**src/rtl/conv_layer_ctrl_if.sv**
```systemverilog
// Control/status bundle between the conv layer sequencer and its host, datapath and pooling cache.
// master drives start/kernel_calc_fin/pool_ready; slave (the sequencer) drives everything else.
interface conv_layer_ctrl_if #(
    parameter int FIDX_W = 2,
    parameter int ROW_W  = 3
);
    logic              start;
    logic              kernel_calc_fin;
    logic              pool_ready;
    logic              conv_enable;
    logic              conv_clear;
    logic [FIDX_W-1:0] feature_idx;
    logic [ROW_W-1:0]  row_cnt;
    logic              out_valid;
    logic              busy;
    logic              done;
    logic              timeout_err;

    modport master (
        output start, kernel_calc_fin, pool_ready,
        input  conv_enable, conv_clear, feature_idx, row_cnt, out_valid, busy, done, timeout_err
    );

    modport slave (
        input  start, kernel_calc_fin, pool_ready,
        output conv_enable, conv_clear, feature_idx, row_cnt, out_valid, busy, done, timeout_err
    );
endinterface

```
**src/rtl/conv_layer_ctrl.sv**
```systemverilog
// Layer sequencer: walks NUM_KERNEL feature maps of ROWS_PER_KERNEL rows each, stalls on pooling backpressure, guards rows with a watchdog.
// All outputs registered; out_valid trails kernel_calc_fin by one cycle, done trails the DONE state by one cycle.
module conv_layer_ctrl #(
    parameter int NUM_KERNEL      = 4,
    parameter int ROWS_PER_KERNEL = 6,
    parameter int TIMEOUT         = 1023
) (
    input  logic             clk,
    input  logic             rst_n,
    conv_layer_ctrl_if.slave ctl
);
    localparam int FIDX_W = (NUM_KERNEL > 1) ? $clog2(NUM_KERNEL) : 1;
    localparam int ROW_W  = $clog2(ROWS_PER_KERNEL + 1);
    localparam int WD_W   = $clog2(TIMEOUT + 1);

    typedef enum logic [2:0] {S_IDLE, S_CLEAR, S_RUN, S_HOLD, S_NEXT, S_DONE} state_t;

    state_t            state, next_state;
    logic [FIDX_W-1:0] feature_idx;
    logic [ROW_W-1:0]  row_cnt;
    logic [WD_W-1:0]   watchdog;
    logic              conv_enable, conv_clear, out_valid, busy, done, timeout_err;
    logic              conv_enable_d, conv_clear_d, out_valid_d, busy_d, done_d;

    logic fin_run, last_row, last_kernel, wd_expire;
    assign fin_run     = (state == S_RUN) && ctl.kernel_calc_fin;
    assign last_row    = (row_cnt == ROW_W'(ROWS_PER_KERNEL - 1));
    assign last_kernel = (feature_idx == FIDX_W'(NUM_KERNEL - 1));
    // A row completing on the expiry cycle wins over the timeout.
    assign wd_expire   = (state == S_RUN) && !ctl.kernel_calc_fin && (watchdog == WD_W'(TIMEOUT - 1));

    always_ff @(posedge clk or negedge rst_n) begin
        if (!rst_n) state <= S_IDLE;
        else        state <= next_state;
    end

    always_comb begin
        next_state = state;
        case (state)
            S_IDLE:  if (ctl.start) next_state = S_CLEAR;
            S_CLEAR: next_state = S_RUN;
            S_RUN: begin
                if (fin_run) begin
                    if (last_row)             next_state = S_NEXT;
                    else if (!ctl.pool_ready) next_state = S_HOLD;
                end else if (wd_expire) begin
                    next_state = S_IDLE;
                end
            end
            S_HOLD:  if (ctl.pool_ready) next_state = S_RUN;
            S_NEXT:  next_state = last_kernel ? S_DONE : S_CLEAR;
            S_DONE:  next_state = S_IDLE;
            default: next_state = S_IDLE;
        endcase
    end

    // done keys off the current state so it lands two cycles after the final row's out_valid.
    always_comb begin
        conv_enable_d = (next_state == S_RUN);
        conv_clear_d  = (next_state == S_CLEAR);
        busy_d        = (next_state != S_IDLE);
        out_valid_d   = fin_run;
        done_d        = (state == S_DONE);
    end

    always_ff @(posedge clk or negedge rst_n) begin
        if (!rst_n) begin
            conv_enable <= 1'b0;
            conv_clear  <= 1'b0;
            out_valid   <= 1'b0;
            busy        <= 1'b0;
            done        <= 1'b0;
            timeout_err <= 1'b0;
            feature_idx <= '0;
            row_cnt     <= '0;
            watchdog    <= '0;
        end else begin
            conv_enable <= conv_enable_d;
            conv_clear  <= conv_clear_d;
            out_valid   <= out_valid_d;
            busy        <= busy_d;
            done        <= done_d;

            if ((state == S_IDLE) && ctl.start) begin
                feature_idx <= '0;
                row_cnt     <= '0;
                timeout_err <= 1'b0;
            end else if (fin_run) begin
                row_cnt <= row_cnt + ROW_W'(1);
            end else if ((state == S_NEXT) && !last_kernel) begin
                feature_idx <= feature_idx + FIDX_W'(1);
                row_cnt     <= '0;
            end

            if (wd_expire) timeout_err <= 1'b1;

            if ((next_state == S_RUN) && (state != S_RUN)) watchdog <= '0;
            else if (state == S_RUN)                       watchdog <= fin_run ? '0 : watchdog + WD_W'(1);
        end
    end

    assign ctl.conv_enable = conv_enable;
    assign ctl.conv_clear  = conv_clear;
    assign ctl.out_valid   = out_valid;
    assign ctl.busy        = busy;
    assign ctl.done        = done;
    assign ctl.timeout_err = timeout_err;
    assign ctl.feature_idx = feature_idx;
    assign ctl.row_cnt     = row_cnt;
endmodule

```
**src/flat_wrapper.sv**
```systemverilog
// flat-port wrapper written by rule: the top's interface ports become plain ports
module conv_layer_ctrl_flat 
#(
    parameter int NUM_KERNEL      = 4,
    parameter int ROWS_PER_KERNEL = 6,
    parameter int TIMEOUT         = 1023
)
  (clk, rst_n, ctl_start, ctl_kernel_calc_fin, ctl_pool_ready, ctl_conv_enable, ctl_conv_clear, ctl_feature_idx, ctl_row_cnt, ctl_out_valid, ctl_busy, ctl_done, ctl_timeout_err);
  conv_layer_ctrl_if ctl_i ();
  input  logic clk;
  input  logic rst_n;
  input wire logic [$bits(ctl_i.start)-1:0] ctl_start;
  input wire logic [$bits(ctl_i.kernel_calc_fin)-1:0] ctl_kernel_calc_fin;
  input wire logic [$bits(ctl_i.pool_ready)-1:0] ctl_pool_ready;
  output wire logic [$bits(ctl_i.conv_enable)-1:0] ctl_conv_enable;
  output wire logic [$bits(ctl_i.conv_clear)-1:0] ctl_conv_clear;
  output wire logic [$bits(ctl_i.feature_idx)-1:0] ctl_feature_idx;
  output wire logic [$bits(ctl_i.row_cnt)-1:0] ctl_row_cnt;
  output wire logic [$bits(ctl_i.out_valid)-1:0] ctl_out_valid;
  output wire logic [$bits(ctl_i.busy)-1:0] ctl_busy;
  output wire logic [$bits(ctl_i.done)-1:0] ctl_done;
  output wire logic [$bits(ctl_i.timeout_err)-1:0] ctl_timeout_err;
  assign ctl_i.start = ctl_start;
  assign ctl_i.kernel_calc_fin = ctl_kernel_calc_fin;
  assign ctl_i.pool_ready = ctl_pool_ready;
  assign ctl_conv_enable = ctl_i.conv_enable;
  assign ctl_conv_clear = ctl_i.conv_clear;
  assign ctl_feature_idx = ctl_i.feature_idx;
  assign ctl_row_cnt = ctl_i.row_cnt;
  assign ctl_out_valid = ctl_i.out_valid;
  assign ctl_busy = ctl_i.busy;
  assign ctl_done = ctl_i.done;
  assign ctl_timeout_err = ctl_i.timeout_err;
  conv_layer_ctrl #(.NUM_KERNEL(NUM_KERNEL), .ROWS_PER_KERNEL(ROWS_PER_KERNEL), .TIMEOUT(TIMEOUT)) u_core (.clk(clk), .rst_n(rst_n), .ctl(ctl_i));
endmodule
```
**config.mk**
```make
export PLATFORM = sky130hd
export DESIGN_NAME = conv_layer_ctrl_flat
export DESIGN_NICKNAME = d
export VERILOG_FILES = /design/src/rtl/conv_layer_ctrl_if.sv /design/src/rtl/conv_layer_ctrl.sv /design/src/flat_wrapper.sv
export SDC_FILE = /design/constraint.sdc
export NUM_CORES = 1
export LEC_CHECK = 0
export ABC_AREA = 1
export CAP_MARGIN = 20
export CELL_PAD_IN_SITES_DETAIL_PLACEMENT = 1
export CELL_PAD_IN_SITES_GLOBAL_PLACEMENT = 1
export CORE_UTILIZATION = 36
export CTS_BUF_LIST = sky130_fd_sc_hd__clkbuf_16
export DETAILED_ROUTE_END_ITERATION = 16
export PLACE_DENSITY = 0.8
export SLEW_MARGIN = 20
export SYNTH_ARGS = -nofsm -noshare
export SYNTH_HDL_FRONTEND = slang
export SYNTH_SLANG_ARGS = --single-unit
```
**constraint.sdc**
```tcl
create_clock -name clk -period 1.5 [get_ports clk]
set_clock_uncertainty 0.2 [all_clocks]
set_input_delay 0.3 -clock clk [delete_from_list [all_inputs] [get_ports clk]]
set_output_delay 0.3 -clock clk [all_outputs]
set_load 0.01 [all_outputs]
```
==> results of run 1 <==
## report_power, final
group          internal (mW)  total [mW]  switching (mW)
sequential             0.806       0.945           0.139
clock                  0.357       0.604           0.247
combinational          0.922        2.02            1.10
## cells by family after synthesis
family / count (synthesis) / synth area share (%)
adder cells (fa/ha/maj): 5 / 5.005
XOR/XNOR: 2 / 1.402
buffers and inverters: 23 / 7.607
AND/OR/NAND/NOR: 82 / 30.63
flip-flops: 24 / 48.05
AO/OA/AOI/OAI: 14 / 7.307
## cell usage in the layout (no fill, tap or decap), drive strengths merged, types with 2 or more instances in the layout
master         count
inv               20
dlygate4sd2       10
dfrtp             24
nor3               3
nand2             36
o22ai              2
ha                 5
clkbuf             3
buf               46
nand4              3
nor2              14
clkdlybuf4s50      3
nand3             24
nand3b             2
o21ai              7
## what timing repair did
| item | in CTS | in global routing |
|---|---|---|
| resized for setup | 53 | 20 |
| setup endpoints to repair | 31 | 22 |
| setup buffers | 7 | 6 |
| hold endpoints to repair | 0 | 0 |
| pin swaps | 11 | 4 |
| cloned | 1 | 0 |
## worst paths after layout
kind | from | to | slack [ps] | depth (start not counted)
min reg2reg | u_core.ctl.timeout_err$_DFFE_PN0P_ | u_core.ctl.timeout_err$_DFFE_PN0P_ | 310 | 2
max reg2reg | u_core.state[1]$_DFF_PN0_ | u_core.watchdog[0]$_DFFE_PN0P_ | -220 | 9
min | rst_n | u_core.ctl.done$_DFF_PN0_ | 180 | 2
min in group clk | ctl_kernel_calc_fin | u_core.ctl.timeout_err$_DFFE_PN0P_ | 290 | 2
max in group asynchronous | rst_n | u_core.state[0]$_DFF_PN0_ | 760 | 2
max | u_core.state[1]$_DFF_PN0_ | u_core.watchdog[0]$_DFFE_PN0P_ | -220 | 9
## sequential cells by signal (all words and copies together), names as in the netlist
register,cells
u_core.ctl.busy,1
u_core.ctl.conv_clear,1
u_core.ctl.conv_enable,1
u_core.ctl.done,1
u_core.ctl.feature_idx,2
u_core.ctl.out_valid,1
u_core.ctl.row_cnt,3
u_core.ctl.timeout_err,1
u_core.state,3
u_core.watchdog,10
## cell usage after synthesis, types with 2 or more instances
cell and number:
nand2_1 35, dfrtp_1 24, nand3_1 21, inv_1 19, nor2_1 11, ha_1 5, nand4_1 3, nor3_1 3
o21ai_1 3, nand3_2 2, nand3b_1 2, nor2_2 2, o21ai_0 2, o21ai_2 2, o22ai_1 2
## per-stage QoR
stage | cells | setup TNS [ps] | hold WS, ps
after floorplan | 150 | -1062 | -195.6
after global placement | 240 | -6163 | 285.7
after detailed placement | 240 | -8302 | 311.1
after CTS | 252 | -2235 | 196.7
after global routing | 257 | -4633 | 196.2
final | 257 | -2849 | 184.4
## final cells by class
cell class                      instances  share of cell area [%]
Sequential cell                        24                   29.10
Clock inverter                          1                  0.1815
Timing Repair Buffer                   59                   23.47
Multi-Input combinational cell        104                   37.21
Clock buffer                            3                   3.630
Tap cell                               46                   2.783
Inverter                               20                   3.630
## routing by layer
metal	wire length, um	track usage [%]	vias up
met3	141	4.691	11
li1	-	-	614
met1	1825	30.87	704
met5	0	0	-
met2	2802	48.82	37
met4	93	10.71	0
## worst max-delay path, delay by kind of cell, from the launching register on
family                 cells  cell delay [ps]
DFF                        1              380
and+or+nand+nor            7              880
buffers and inverters      1               60
AOI/OAI and AO/OA          1               80
==> key figures, run 1 <==
Pwr
  – Leakage: 1.009 nW
  – Max VDD drop: 0.9648 mV
  – PwrDens: 1725 nW/um^2
  – Total power: 3.569 mW

Routing
  – Vias per inst: 5.315
  – DR vias: 1366
  – DRT Wirelength: 4.862 mm
  – Iteration-0 DRC Markers: 60
  – DRT Pass-1 Iters: 4
  – DRC Markers: 0
  – Post-route antenna net violation count: 0
  – Wirelength per Cell: 18.92 um

Logic synthesis
  – Synth Cell Area: 1250 um^2
  – Async SR Flop Fraction: 100.0%
  – Register area share after synthesis: 48.05%
  – Synth area leaders: dfrtp_1 48%, nand2_1 11%, nand3_1 8.4%
  – Post-synth cell types: 29
  – Post-synth EDFFs: 0
  – Yosys reg bits: 24
  – Top FF cell, synth: dfrtp_1
  – Syn_area_per_cell: 8.333 um^2
  – Area leader, netlist: dfrtp_1
  – Syn Inst Count: 150
  – Mapped Nets: 160
  – Yosys warns: 0
  – Top cell type's share of synthesized area: 48.05%

Final layout
  – Final #Nets: 222
  – Share of cells above drive strength 1: 48.34%
  – Final instance area: 2068 um^2
  – Synth-to-Final Area Change: 65.47%
  – Fillers: 391
  – Multi-input gate area: 769.5 um^2
  – Register area: 601.8 um^2
  – Antenna cells: 0
  – Fin util: 61.98%

Status
  – Outcome: complete, but fails checks
  – Failing checks: negative setup slack

GRT
  – First-pass GRT wire length: 7.044 mm
  – Tot GR Track Use: 26.76%
  – Largest net degree at the start of global routing: 25
  – Total grt overflow: 0
  – Vias in the first global route: 1421
  – Antenna violations before repair: 0

Die
  – Site Rows: 21
  – Die Width: 60.93 um
  – Initial core utilization: 37.46%
  – Ports: 16
  – Die area: 3712 um^2
  – Core area: 3337 um^2
  – Die height: 60.93 um

Clocking
  – Post-cts hold buffer count: 0
  – CTS Buffer Depth: 2
  – CTS sink count: 24
  – Clk Latency, worst-skew pair: 260 ps
  – CTS tree: done
  – CTS root buf: clkbuf_16
  – CTS Buf Count: 3
  – CTS clk-pin slew, worst paths: 70 ps
  – H-Tree Level Count: 1

Placed design
  – Placement Setup Slack: -498.3 ps
  – Final GP Congestion: 0.8144
  – # port buffers: 15
  – Hpwl dp: 2.770 mm
  – Dpl cell area: 1693 um^2

Timing
  – Worst slew margin: 75.56%
  – Fin crit period: 1724 ps
  – Final setup fails: 21
  – Fmax: 580.1 MHz
  – Worst slew pin tran: 366.6 ps
  – Period utilization: 114.9%
  – Final hold viol count: 0
  – RSZ-0062 raised after global routing: yes
  – Max-slew violations: 0
  – Final worst setup slack: -224.0 ps

Run
  – MaxCap Viol Count: 0

Worst setup path
  – Arr. time, crit path: 1680 ps
  – Worst Setup End Kind: register
  – Worst path max stage delay: 380 ps
  – Slowest CP cell: dfrtp_1
  – Critical-path cell list: inv_2, nor2_4, nand2_2, nor2_2, o21ai_2, nand2_2, nand3_4, nand3_1, nand2_1
  – Worst Path Required: 1450 ps
  – Startpoint Class: register
  – Max FO, Critical Path: 6
  – Crit-path most repeated cell: nand2_2
  – WS Path Type: reg -> reg

Hold path
  – Worst Hold Class: in -> async
Note: power is estimated with default switching activity, not from simulation.
==> run 2, diff against run 1 <==
--- a/config.mk
+++ b/config.mk
@@ -12,7 +12,7 @@
 export CORE_UTILIZATION = 36
 export CTS_BUF_LIST = sky130_fd_sc_hd__clkbuf_16
 export DETAILED_ROUTE_END_ITERATION = 16
-export PLACE_DENSITY = 0.8
+export PLACE_DENSITY = 0.82
 export SLEW_MARGIN = 20
 export SYNTH_ARGS = -nofsm -noshare
 export SYNTH_HDL_FRONTEND = slang
==> run 2 against run 1 <==
The run still ends with negative setup slack left. Sequential share of layout area rose by 1.4 points. Count of clock-buffer cells in the layout did not move. Global-route usage fell by 0.057 points. Combinational power fell by 8%. Flip-flop and latch count did not move. Clock power rose by 0.8%. Critical path depth fell by 1. Worst hold slack improved by 4.0 ps. Total power fell by 4.6%. Highest routed layer unchanged. Via count fell by 5.0%. Sequential power barely moved. Final cell count fell by 3.5%.
==> key figures, run 2 (synthesis gave the netlist of run 1 again) <==
Die
  – Die height: 60.93 um (unchanged)
  – Initial core utilization: 37.46% (unchanged)
  – Die area: 3712 um^2 (unchanged)
  – Ports: 16 (unchanged)
  – Die Width: 60.93 um (unchanged)
  – Core area: 3337 um^2 (unchanged)
  – Site Rows: 21 (unchanged)

Pwr
  – Total power: 3.406 mW (-4.6%)
  – PwrDens: 1724 nW/um^2 (about the same)
  – Max VDD drop: 0.9045 mV (-6.2%)
  – Leakage: 0.9839 nW (-2.5%)

GRT
  – Largest net degree at the start of global routing: 25 (unchanged)
  – Tot GR Track Use: 26.71% (-0.057 points)
  – Total grt overflow: 0 (unchanged)
  – Vias in the first global route: 1502 (+5.7%)
  – First-pass GRT wire length: 7.065 mm (+0.30%)
  – Antenna violations before repair: 0 (unchanged)

Clocking
  – CTS clk-pin slew, worst paths: 70 ps (about the same)
  – CTS root buf: clkbuf_16
  – CTS tree: done
  – CTS sink count: 24 (unchanged)
  – H-Tree Level Count: 1 (unchanged)
  – Clk Latency, worst-skew pair: 260 ps (about the same)
  – CTS Buffer Depth: 2 (unchanged)
  – CTS Buf Count: 3 (unchanged)

Routing
  – Post-route antenna net violation count: 0 (unchanged)
  – Metal-1 WL: 1.863 mm (+2.1%)
  – DRT Pass-1 Iters: 4 (unchanged)
  – Metal2 WL: 2.666 mm (-4.9%)
  – Metal3 WL: 82 um (-42%)
  – Iteration-0 DRC Markers: 47 (-22%)
  – Top sig layer: met4
  – DR vias: 1298 (-5.0%)
  – Wirelength per Cell: 19.29 um (+2.0%)
  – DRC Markers: 0 (unchanged)
  – DRT Wirelength: 4.785 mm (-1.6%)
  – Vias per inst: 5.234 (-1.5%)

Worst setup path
  – Worst Setup End Kind: register
  – Startpoint Class: register
  – Arr. time, crit path: 1770 ps (+90 ps)
  – WS Path Type: reg -> reg
  – Max FO, Critical Path: 5 (-1)
  – Worst Path Required: 1490 ps (+40 ps)

Status
  – Failing checks: negative setup slack
  – Outcome: complete, but fails checks

Final layout
  – Antenna cells: 0 (unchanged)
  – Share of cells above drive strength 1: 40.10% (-8.2 points)
  – Commonest non-fill, non-tap cell in the layout: nand2_1
  – Max FFs per register: 10 (unchanged)
  – Fin util: 59.21% (-2.8 points)
  – Most flop-heavy register: u_core.watchdog
  – Registers with the most flip-flops: u_core.watchdog x10, u_core.ctl.row_cnt x3, u_core.state x3
  – Most frequent cells in the layout: 30 x nand2_1, 28 x buf_4, 23 x dfrtp_1
  – Final #Nets: 213 (-4.1%)
  – Synth-to-Final Area Change: 58.06%
  – Final std cells w/o fill: 248 (-3.5%)
  – Fillers: 401 (+2.6%)

Placed design
  – Final GP Congestion: 0.8122 (-0.27%)
  – Hpwl dp: 2.749 mm (-0.76%)
  – # port buffers: 15 (unchanged)
  – Placed cells: 240 (unchanged)
  – Placement Setup Slack: -485.9 ps (+12.42 ps)

Timing
  – RSZ-0062 raised after global routing: yes
  – Fin crit period: 1776 ps (+52.52 ps)
  – Final setup fails: 21 (unchanged)
  – TNS Setup: -3821 ps (-972.1 ps)
  – Fmax: 562.9 MHz (-3.0%)
  – Worst slew pin tran: 560.7 ps (+194.1 ps)
  – Max-slew violations: 0 (unchanged)
  – Period utilization: 118.4% (+3.5 points)
  – Final hold viol count: 0 (unchanged)
  – Worst slew margin: 62.37% (-13 points)
  – Final worst setup slack: -276.5 ps (-52.52 ps)

Hold path
  – Worst Hold Class: in -> async

Run
  – MaxCap Viol Count: 0 (unchanged)
==> run 2: cell count changes in the layout (fill, tap and decap cells not counted), sizes merged <==
cell           delta
buf               -9
dlygate4sd2       -2
clkdlybuf4s15     +1
dlymetal6s2s      +1
==> run 2: layout make-up <==
type	count	area (um^2)	share of cell area [%]
flip-flops and latches	24	601.8	30.46
multi-input cells	104	725.7	36.73
inverters	20	75.07	3.800
clock inverters	1	3.754	0.1900
repair buffers	50	436.7	22.10
clock buffers	3	75.07	3.800
well taps	46	57.56	2.913
==> run 2: final timing paths <==
path / start / end / slack, ps / cells after the start
setup reg to reg: u_core.watchdog[0]$_DFFE_PN0P_ / u_core.watchdog[9]$_DFFE_PN0P_ / -280 / 8
hold reg to reg: u_core.ctl.timeout_err$_DFFE_PN0P_ / u_core.ctl.timeout_err$_DFFE_PN0P_ / 350 / 2
min in group clk: ctl_kernel_calc_fin / u_core.ctl.timeout_err$_DFFE_PN0P_ / 310 / 2
max in group asynchronous: rst_n / u_core.state[0]$_DFF_PN0_ / 760 / 2
hold / removal: rst_n / u_core.ctl.done$_DFF_PN0_ / 190 / 2
setup / recovery: u_core.watchdog[0]$_DFFE_PN0P_ / u_core.watchdog[9]$_DFFE_PN0P_ / -280 / 8
==> run 2: stage by stage <==
step	hold slack (ps)	area [um^2]
after global placement	283.5	1693
after detailed placement	314.9	1693
after floorplan	-195.6	1252
after CTS	210.9	1858
final	188.4	1976
after global routing	208.7	1976
==> run 2: power by group <==
part	internal (mW)	leakage (nW)	switching (mW)
registers	0.806	0.314	0.142
clock network	0.358	0.0385	0.251
logic	0.820	0.631	1.03
==> run 2: critical path: stages (launching register included) <==
cell,delay [ps]
dfrtp_1,410
inv_2,70
ha_1,140
nand4_1,190
o21ai_2,200
nand2_2,130
nand3_4,160
nand3_2,80
nand2_1,100
==> run 2: timing repair <==
item	4_1_cts	5_1_grt
gates resized for setup	38	29
hold buffers	0	0
gates cloned	0	1
endpoints found under the setup margin	31	24
pin swaps	4	11
buffers inserted	4	1
==> run 2: per-layer routing <==
layer	up-vias	track usage, %
li1	596	-
met1	661	28.85
met3	14	3.625
met4	0	12.34
met5	-	0
met2	27	51.02
